<file path="src/rtl/prog_loader.sv">
`default_nettype none
// prog_loader: byte-stream boot loader that fills instruction memory and releases the CPU.
// Optional trailing XOR check byte when PROG_LOADER_CHKSUM_EN is defined.
module prog_loader #(
  parameter int unsigned       ADDR_W    = 32,
  parameter int unsigned       MAX_WORDS = 256,
  parameter logic [ADDR_W-1:0] BASE_ADDR = '0
) (
  input  logic              clk,
  input  logic              rst,
  input  logic              load_req,
  input  logic              rx_valid,
  input  logic [7:0]        rx_data,
  output logic              rx_ready,
  output logic              imem_we,
  output logic [ADDR_W-1:0] imem_addr,
  output logic [31:0]       imem_wdata,
  output logic              cpu_start,
  output logic              busy,
  output logic              done,
  output logic              err,
  output logic [15:0]       words_loaded
);

  typedef enum logic [2:0] {
    S_IDLE  = 3'd0,
    S_HDR   = 3'd1,
    S_DATA  = 3'd2,
    S_WRITE = 3'd3,
    S_DONE  = 3'd4,
    S_ERR   = 3'd5
`ifdef PROG_LOADER_CHKSUM_EN
    ,S_CHK  = 3'd6
`endif
  } state_t;

  state_t            state_q, state_d;
  logic [1:0]        bcnt_q, bcnt_d;
  logic [31:0]       sr_q, sr_d;
  logic [31:0]       n_q, n_d;
  logic [31:0]       idx_q, idx_d;
  logic [15:0]       wl_q, wl_d;
  logic [ADDR_W-1:0] addr_q, addr_d;
  logic [31:0]       wdata_q, wdata_d;
  logic              rx_ready_q, rx_ready_d;
  logic              we_q, we_d;
  logic              start_q, start_d;
  logic              busy_q, busy_d;
  logic              done_q, done_d;
  logic              err_q, err_d;
`ifdef PROG_LOADER_CHKSUM_EN
  logic [7:0]        chk_q, chk_d;
`endif

  logic        xfer;
  logic [31:0] shifted;
  logic        restart;

  // rx_ready is registered, so a transfer depends only on the previous cycle's state.
  assign xfer    = rx_valid & rx_ready_q;
  assign shifted = {rx_data, sr_q[31:8]};
  assign restart = load_req &&
                   ((state_q == S_IDLE) || (state_q == S_DONE) || (state_q == S_ERR));

  always_comb begin
    state_d = state_q;
    bcnt_d  = bcnt_q;
    sr_d    = sr_q;
    n_d     = n_q;
    idx_d   = idx_q;
    wl_d    = wl_q;
    addr_d  = addr_q;
    wdata_d = wdata_q;
`ifdef PROG_LOADER_CHKSUM_EN
    chk_d   = chk_q;
`endif

    case (state_q)
      S_IDLE: begin
        idx_d  = '0;
        wl_d   = '0;
        bcnt_d = '0;
`ifdef PROG_LOADER_CHKSUM_EN
        chk_d  = '0;
`endif
      end

      S_HDR: begin
        if (xfer) begin
          sr_d   = shifted;
          bcnt_d = bcnt_q + 2'd1;
          if (bcnt_q == 2'd3) begin
            n_d = shifted;
            if (shifted == 32'd0)
              state_d = S_DONE;
            else if (shifted > 32'(MAX_WORDS))
              state_d = S_ERR;
            else
              state_d = S_DATA;
          end
        end
      end

      S_DATA: begin
        if (xfer) begin
          sr_d   = shifted;
          bcnt_d = bcnt_q + 2'd1;
`ifdef PROG_LOADER_CHKSUM_EN
          chk_d  = chk_q ^ rx_data;
`endif
          if (bcnt_q == 2'd3) begin
            state_d = S_WRITE;
            wdata_d = shifted;
            // Byte address wraps at ADDR_W bits; BASE_ADDR is assumed word aligned.
            addr_d  = BASE_ADDR + ADDR_W'({idx_q, 2'b00});
          end
        end
      end

      S_WRITE: begin
        idx_d = idx_q + 32'd1;
        wl_d  = wl_q + 16'd1;
        if ((idx_q + 32'd1) == n_q) begin
`ifdef PROG_LOADER_CHKSUM_EN
          state_d = S_CHK;
`else
          state_d = S_DONE;
`endif
        end else begin
          state_d = S_DATA;
        end
      end

`ifdef PROG_LOADER_CHKSUM_EN
      S_CHK: begin
        if (xfer)
          state_d = (rx_data == chk_q) ? S_DONE : S_ERR;
      end
`endif

      S_DONE, S_ERR: ;

      default: state_d = S_IDLE;
    endcase

    // A new load always starts from a clean count, whatever state it came from.
    if (restart) begin
      state_d = S_HDR;
      idx_d   = '0;
      wl_d    = '0;
      bcnt_d  = '0;
`ifdef PROG_LOADER_CHKSUM_EN
      chk_d   = '0;
`endif
    end
  end

  // Output flags are precomputed from the next state so they are glitch-free registers.
  always_comb begin
    rx_ready_d = (state_d == S_HDR) || (state_d == S_DATA)
`ifdef PROG_LOADER_CHKSUM_EN
                 || (state_d == S_CHK)
`endif
                 ;
    busy_d     = (state_d == S_HDR) || (state_d == S_DATA) || (state_d == S_WRITE)
`ifdef PROG_LOADER_CHKSUM_EN
                 || (state_d == S_CHK)
`endif
                 ;
    we_d       = (state_d == S_WRITE);
    start_d    = (state_d == S_DONE);
    done_d     = (state_d == S_DONE);
    err_d      = (state_d == S_ERR);
  end

  always_ff @(posedge clk or negedge rst) begin
    if (!rst) begin
      state_q    <= S_IDLE;
      bcnt_q     <= '0;
      sr_q       <= '0;
      n_q        <= '0;
      idx_q      <= '0;
      wl_q       <= '0;
      addr_q     <= '0;
      wdata_q    <= '0;
      rx_ready_q <= 1'b0;
      we_q       <= 1'b0;
      start_q    <= 1'b0;
      busy_q     <= 1'b0;
      done_q     <= 1'b0;
      err_q      <= 1'b0;
`ifdef PROG_LOADER_CHKSUM_EN
      chk_q      <= '0;
`endif
    end else begin
      state_q    <= state_d;
      bcnt_q     <= bcnt_d;
      sr_q       <= sr_d;
      n_q        <= n_d;
      idx_q      <= idx_d;
      wl_q       <= wl_d;
      addr_q     <= addr_d;
      wdata_q    <= wdata_d;
      rx_ready_q <= rx_ready_d;
      we_q       <= we_d;
      start_q    <= start_d;
      busy_q     <= busy_d;
      done_q     <= done_d;
      err_q      <= err_d;
`ifdef PROG_LOADER_CHKSUM_EN
      chk_q      <= chk_d;
`endif
    end
  end

  assign rx_ready     = rx_ready_q;
  assign imem_we      = we_q;
  assign imem_addr    = addr_q;
  assign imem_wdata   = wdata_q;
  assign cpu_start    = start_q;
  assign busy         = busy_q;
  assign done         = done_q;
  assign err          = err_q;
  assign words_loaded = wl_q;

endmodule
`default_nettype wire

</file>
<file path="config.mk">
export PLATFORM = sky130hd
export DESIGN_NAME = prog_loader
export DESIGN_NICKNAME = d
export VERILOG_FILES = /design/src/rtl/prog_loader.sv
export SDC_FILE = /design/constraint.sdc
export NUM_CORES = 1
export LEC_CHECK = 0
export ABC_CLOCK_PERIOD_IN_PS = 5470
export CORE_ASPECT_RATIO = 1.2
export CORE_MARGIN = 4
export CORE_UTILIZATION = 58
export DETAILED_ROUTE_END_ITERATION = 16
export GPL_TIMING_DRIVEN = 0
export HOLD_SLACK_MARGIN = 0.1
export PLACE_DENSITY = 0.78
export SLEW_MARGIN = 10
export SYNTH_ARGS = -nofsm -noshare
export SYNTH_HDL_FRONTEND = slang
export SYNTH_SLANG_ARGS = --single-unit
</file>
<file path="constraint.sdc">
create_clock -name clk -period 5.47 [get_ports clk]
set_clock_uncertainty 0.1 [all_clocks]
set_input_delay 1.094 -clock clk [delete_from_list [all_inputs] [get_ports clk]]
set_output_delay 1.094 -clock clk [all_outputs]
set_load 0.1 [all_outputs]
</file>
==> results of run 1 <==
## Yosys cell counts (2+ instances only)
master / n
and2_1: 5
nand2b_1: 5
xnor2_1: 36
a31oi_1: 7
o21ai_0: 53
buf_4: 3
mux2_2: 120
buf_2: 10
nand2_1: 45
nand4_1: 16
nor3_1: 8
nor2_1: 50
or4_4: 2
o31ai_1: 12
nor3_2: 2
xor2_1: 24
mux2i_1: 3
dfrtp_1: 176
and3_1: 16
a32oi_1: 2
nor2b_1: 6
nor4b_1: 2
inv_1: 6
nor4_1: 16
or3_1: 3
a21oi_1: 12
o41ai_1: 2
and4_1: 5
ha_1: 3
clkbuf_1: 28
nor4_4: 2
buf_1: 4
clkbuf_2: 2
o2111ai_1: 2
nand3_1: 27
## flip-flops by register name, indices dropped and copies added (netlist names)
register / count
idx_q: 32
imem_we: 1
rx_ready: 1
busy: 1
imem_wdata: 32
done: 1
err: 1
state_q: 3
imem_addr: 30
n_q: 32
words_loaded: 16
bcnt_q: 2
sr_q: 24
## layout make-up
type                    count  area (um^2)  share of cell area, %
plain buffers              47          203                   1.99
clock buffers              18          439                   4.31
clock inverters            14          141                   1.39
inverters                   6         22.5                  0.221
multi-input cells         511         3770                   37.1
flip-flops and latches    176         4400                   43.3
well taps                 171          214                   2.10
repair buffers             96          983                   9.66
## critical path, cell delays in order
cell,delay [ns]
clkdlybuf4s50_1,0.47
and3_1,0.19
nand2b_1,0.14
nor2_1,0.97
clkbuf_1,0.66
mux2_2,0.42
## where the power goes
group          internal [W]  leakage, nW  switching, W
clock              0.000618        0.281      0.000564
combinational      0.000707         1.85      0.000925
sequential          0.00167         2.30      0.000442
total               0.00299         4.43       0.00193
## cell families (layout without fill, tap and decap cells)
family          after synthesis  count (layout)  share of synthesized area, %
buf+inv                      53             181                          2.68
flops                       176             176                          52.4
other cells                   1               2                        0.0447
compound gates              104             104                          7.49
simple gates                219             219                          14.2
mux                         123             123                          16.4
fa+ha+maj                     3               3                         0.447
xor+xnor                     60              60                          6.26
## worst max path at each step
stage	cells past startpoint	to	startpoint	slack [ns]
after floorplan	8	rx_ready$_DFF_PN0_	rx_data[7]	2.69
after global placement	1	imem_wdata[6]$_DFFE_PN0P_	rst	-3.59
after detailed placement	6	imem_addr[29]$_DFFE_PN0P_	rx_valid	1.27
after CTS	6	imem_wdata[27]$_DFFE_PN0P_	rx_valid	1.71
after global routing	6	imem_wdata[27]$_DFFE_PN0P_	rx_valid	1.59
final	6	imem_addr[26]$_DFFE_PN0P_	rx_valid	1.72
## routing by layer
metal / part of all wire [%] / up-vias / global-route usage [%]
met4: 2.8 / 0 / 10.2
li1: - / 2878 / -
met3: 5.3 / 46 / 5.76
met2: 51 / 231 / 46.9
met1: 41 / 3194 / 35.4
met5: 0 / - / 0
## metrics by stage
stage	utilization [%]	hold slack [ns]	total power (W)
after floorplan	-	0.354	0.00321
after global placement	68.4	0.374	0.00366
after detailed placement	68.6	0.380	0.00373
after CTS	72.7	0.391	0.00492
after global routing	72.7	0.416	0.00519
final	72.7	0.385	0.00492
==> summary.txt, run 1 <==
Outcome
  • Result of the run: completed

Logic synthesis
  • Cell taking the most area after synthesis: dfrtp_1
  • Seq/Total Area, Yosys: 52.4%
  • #FFs+latches synth: 176
  • Top-area cell type share of the netlist area: 52.4%
  • Async SR Flop Fraction: 100%
  • Ys flop type: dfrtp_1
  • Syn Inst Count: 739
  • Count of different cell masters after synthesis: 59
  • Post-synth EDFFs: 0
  • Syn Area/Cell: 11.4 um^2
  • Top cells by area, synth: dfrtp_1, mux2_2, xnor2_1
  • Post-synthesis cell area: 0.00840 mm^2
  • Ys Warns: 0

Setup path
  • FF-to-FF path depth: 9
  • Worst-path fanout max: 10
  • Crit path DAT: 3.97 ns
  • Critical path launch point type: input port
  • Crit Path Category: input port to register
  • FF-to-FF End: rx_ready$_DFF_PN0_
  • R2R Setup Slk: 1.88 ns
  • FF-to-FF Start: idx_q[0]$_DFFE_PN0P_
  • Req. time, crit path: 5.69 ns
  • Crit end category: register

Floorplanning
  • Die footprint: 0.0165 mm^2
  • Core Region: 0.0140 mm^2
  • Site Rows: 47
  • Width of the die: 118 um
  • I/O Pins: 98
  • Die H: 140 um
  • Initial Utilization: 60.0%

Place
  • Pre-CTS WS: 1.27 ns
  • Placed inst area: 0.00960 mm^2
  • Placed insts: 1,007
  • Port Buf Inserts: 95
  • Routability cong.: 0.930
  • HPWL Detailed: 16,100 um

Final layout
  • Commonest cells after routing, fill and taps aside: dfrtp_1, mux2_2, clkdlybuf4s50_1
  • Area growth syn-to-layout: 21.2%
  • Layout cell share with drive strength beyond 1: 20.9%
  • Filler cells: 988
  • Commonest non-fill, non-tap cell in the layout: dfrtp_1
  • Final Non-Filler Cells: 1,039
  • Inserted Diodes: 0
  • Cell area after layout: 0.0102 mm^2
  • Final-stage net count: 870

Clock network
  • Total CTS buffers: 17
  • Root Driver: clkbuf_16
  • Clock Sinks: 176
  • Clk slew on worst S/H paths: 0.07 ns
  • CTS tree: yes
  • Worst-skew pair later-pin latency: 0.44 ns
  • H-tree Lvls: 4
  • Post-CTS Setup Inserts: 0
  • Post-CTS sizing: 0
  • CTS max path bufs: 2
  • Hold buffers post-CTS: 0

Timing
  • Slew Limit Fails: 0
  • RSZ-0062 raised after global routing: false
  • Fin crit period: 3.75 ns
  • Relative slew slack: 16.3%
  • Setup TNS: 0 ns
  • FMAX: 267 MHz
  • Period utilization: 68.6%
  • Final hold vios: 0
  • Final setup margin: 1.72 ns
  • Setup violators final: 0
  • Worst-Margin Slew: 1.25 ns

Power and ir drop
  • Lkg Pwr: 4.43 nW
  • Pwr Density: 484 mW/mm^2
  • Worst vdd ir: 0.000295 V

Global route
  • Total track usage: 27.7%
  • Number of global-route vias before repair: 6,427
  • Pin count of the biggest net entering global routing: 98
  • Initial antenna violation count: 0
  • First-pass GRT wire length: 35,900 um
  • GRT overflow: 0

Routing
  • DR pass1 iterations: 5
  • ANT nets after route: 0
  • DRT iter0 DRCs: 400
  • Via density per instance: 6.11
  • DRT Wirelength: 22,000 um
  • Remaining DRCs: 0
  • Vias: 6,349
  • DR WL/cell: 21.2 um

Job
  • Number of max-cap violations: 0

Worst hold path
  • HP Start: words_loaded[15]$_DFFE_PN0P_
  • HP Class: register to register
  • Hold Path End: words_loaded[15]$_DFFE_PN0P_
  • WHS Path Cells: 1
No activity file was read; power rests on OpenSTA's default activity.
==> inputs of run 2 (changes only) <==
--- a/config.mk
+++ b/config.mk
@@ -5,14 +5,14 @@
 export SDC_FILE = /design/constraint.sdc
 export NUM_CORES = 1
 export LEC_CHECK = 0
-export ABC_CLOCK_PERIOD_IN_PS = 5470
+export ABC_CLOCK_PERIOD_IN_PS = 3050
 export CORE_ASPECT_RATIO = 1.2
 export CORE_MARGIN = 4
-export CORE_UTILIZATION = 58
+export CORE_UTILIZATION = 51
 export DETAILED_ROUTE_END_ITERATION = 16
 export GPL_TIMING_DRIVEN = 0
 export HOLD_SLACK_MARGIN = 0.1
-export PLACE_DENSITY = 0.78
+export PLACE_DENSITY = 0.73
 export SLEW_MARGIN = 10
 export SYNTH_ARGS = -nofsm -noshare
 export SYNTH_HDL_FRONTEND = slang
==> constraint.sdc (replaced) <==
create_clock -name clk -period 3.05 [get_ports clk]
set_clock_uncertainty 0.1 [all_clocks]
set_input_delay 0.61 -clock clk [delete_from_list [all_inputs] [get_ports clk]]
set_output_delay 0.61 -clock clk [all_outputs]
set_load 0.1 [all_outputs]
==> run 2 against run 1 <==
Against the previous run: wire length up 1.8%; clock-buffer cell count down 1; register-to-register slack worse by 1.8 ns; hold slack better by 0.0047 ns; cell area up 3.1%; largest cell class unchanged.
==> summary.txt, run 2 (synthesis results as in run 1) <==
Outcome
  • Result of the run: completed

Power and ir drop
  • Psw: 0.00355 W
  • Clock power frac: 24.0%
  • Lkg Pwr: 4.58 nW
  • Worst vdd ir: 0.000552 V
  • Comb power frac: 33.2%
  • Reg power frac: 42.8%
  • Pwr Density: 852 mW/mm^2
  • P_int: 0.00539 W
  • Sw Ratio: 39.7%

Final layout
  • Commonest cells after routing, fill and taps aside: dfrtp_1, mux2_2, clkdlybuf4s50_1
  • Area growth syn-to-layout: 25.0%
  • Inserted Diodes: 0
  • Area of the multi-input gates: 0.00391 mm^2
  • Reg area: 0.00441 mm^2
  • Filler cells: 1,277
  • Commonest non-fill, non-tap cell in the layout: dfrtp_1
  • Layout cell share with drive strength beyond 1: 24.2%
  • Final-stage net count: 883
  • Cell area after layout: 0.0105 mm^2

Timing
  • Worst-Margin Slew: 0.994 ns
  • Period utilization: 97.8%
  • Setup TNS: 0 ns
  • RSZ-0062 raised after global routing: true
  • Slew Limit Fails: 0
  • Final hold vios: 0
  • FMAX: 335 MHz
  • Final setup margin: 0.0682 ns
  • Setup violators final: 0
  • Fin crit period: 2.98 ns
  • Relative slew slack: 33.6%

Clock network
  • Clk slew on worst S/H paths: 0.07 ns
  • H-tree Lvls: 4
  • Total CTS buffers: 17
  • CTS max path bufs: 2
  • Clock Sinks: 176
  • Worst-skew pair later-pin latency: 0.44 ns
  • CTS tree: yes
  • Root Driver: clkbuf_16

Routing
  • Remaining DRCs: 0
  • DRT Wirelength: 22,400 um
  • DRT iter0 DRCs: 402
  • DR pass1 iterations: 7
  • ANT nets after route: 0
  • DR WL/cell: 20.5 um
  • Via density per instance: 5.88
  • Vias: 6,426

Setup path
  • Req. time, crit path: 3.24 ns
  • Worst-path fanout max: 6
  • Crit path DAT: 3.17 ns
  • Crit end category: register
  • Critical path launch point type: register
  • Crit Path Category: register to register

Global route
  • Grt met3 use: 3.88%
  • Total track usage: 24.4%
  • Busiest grt layer: met2
  • Initial antenna violation count: 0
  • GR Util met1: 32.7%
  • Number of global-route vias before repair: 6,367
  • GRT overflow: 0
  • First-pass GRT wire length: 35,400 um
  • Met2 Use GR: 39.7%
  • Pin count of the biggest net entering global routing: 95

Place
  • HPWL Detailed: 16,100 um
  • Port Buf Inserts: 95
  • Placed inst area: 0.00965 mm^2
  • Pre-CTS WS: -0.619 ns
  • Routability cong.: 0.876

Floorplanning
  • Die footprint: 0.0186 mm^2
  • I/O Pins: 98
  • Core Region: 0.0162 mm^2
  • Die H: 149 um
  • Initial Utilization: 51.8%
  • Site Rows: 51
  • Width of the die: 125 um

Job
  • Number of max-cap violations: 0

Worst hold path
  • HP Class: register to register
==> run 2: final timing paths <==
kind                       slack [ns]                    startpoint                            to  depth (start not counted)
max in group asynchronous        1.34                           rst          sr_q[16]$_DFFE_PN0P_                          3
hold reg to reg                  0.39  words_loaded[15]$_DFFE_PN0P_  words_loaded[15]$_DFFE_PN0P_                          1
setup / recovery                 0.07          idx_q[0]$_DFFE_PN0P_            rx_ready$_DFF_PN0_                          9
setup reg to reg                 0.07          idx_q[0]$_DFFE_PN0P_            rx_ready$_DFF_PN0_                          9
hold / removal                   0.39  words_loaded[15]$_DFFE_PN0P_  words_loaded[15]$_DFFE_PN0P_                          1
min in group asynchronous        0.64                           rst   words_loaded[7]$_DFFE_PN0P_                          2
==> run 2: metrics by stage <==
step	cells	utilization [%]	hold slack [ns]	total power (W)
after detailed placement	1048	59.5	0.378	0.00670
after global routing	1093	64.8	0.420	0.00941
after floorplan	740	-	0.214	0.00576
final	1093	64.8	0.389	0.00895
after global placement	1047	59.3	0.373	0.00660
after CTS	1080	63.6	0.391	0.00887
==> run 2: power groups by stage <==
| stage | registers, W | clock network (W) | logic [W] |
|---|---|---|---|
| floorplan | 0.00383 | 0 | 0.00193 |
| global placement | 0.00378 | 0 | 0.00282 |
| detailed placement | 0.00381 | 0 | 0.00289 |
| CTS | 0.00378 | 0.00217 | 0.00291 |
| global route | 0.00391 | 0.00228 | 0.00322 |
| finish | 0.00383 | 0.00215 | 0.00298 |
==> run 2: critical path, stage by stage, from the launching register on <==
cell       delay, ns
dfrtp_2         0.45
ha_4            0.20
nand3_4         0.14
or4_4           0.60
nor3_2          0.19
xor2_1          0.21
o2111ai_1       0.17
nor4_4          0.39
and4_1          0.30
nor3_1          0.08
==> run 2: final cells by class <==
| type | count | share of cell area (%) |
|---|---|---|
| Sequential cell | 176 | 42.0 |
| Multi-Input combinational cell | 511 | 37.2 |
| Timing Repair Buffer | 111 | 10.6 |
| Clock buffer | 17 | 4.05 |
| Tap cell | 212 | 2.53 |
| Buffer | 45 | 1.91 |
| Clock inverter | 15 | 1.51 |
| Inverter | 6 | 0.214 |
==> run 2: what timing repair did <==
item | CTS | global route
pin swaps | 1 | 5
setup endpoints to repair | 26 | 13
setup buffers | 0 | 14
gates resized for setup | 12 | 16
hold buffers | 1 | 0
endpoints found under the hold margin | 34 | 0
==> run 2: per-layer routing <==
| metal | part of all wire, % | up-vias |
|---|---|---|
| met4 | 3.0 | 0 |
| met1 | 43 | 3212 |
| met2 | 49 | 246 |
| li1 | - | 2916 |
| met3 | 5.8 | 52 |
| met5 | 0 | - |
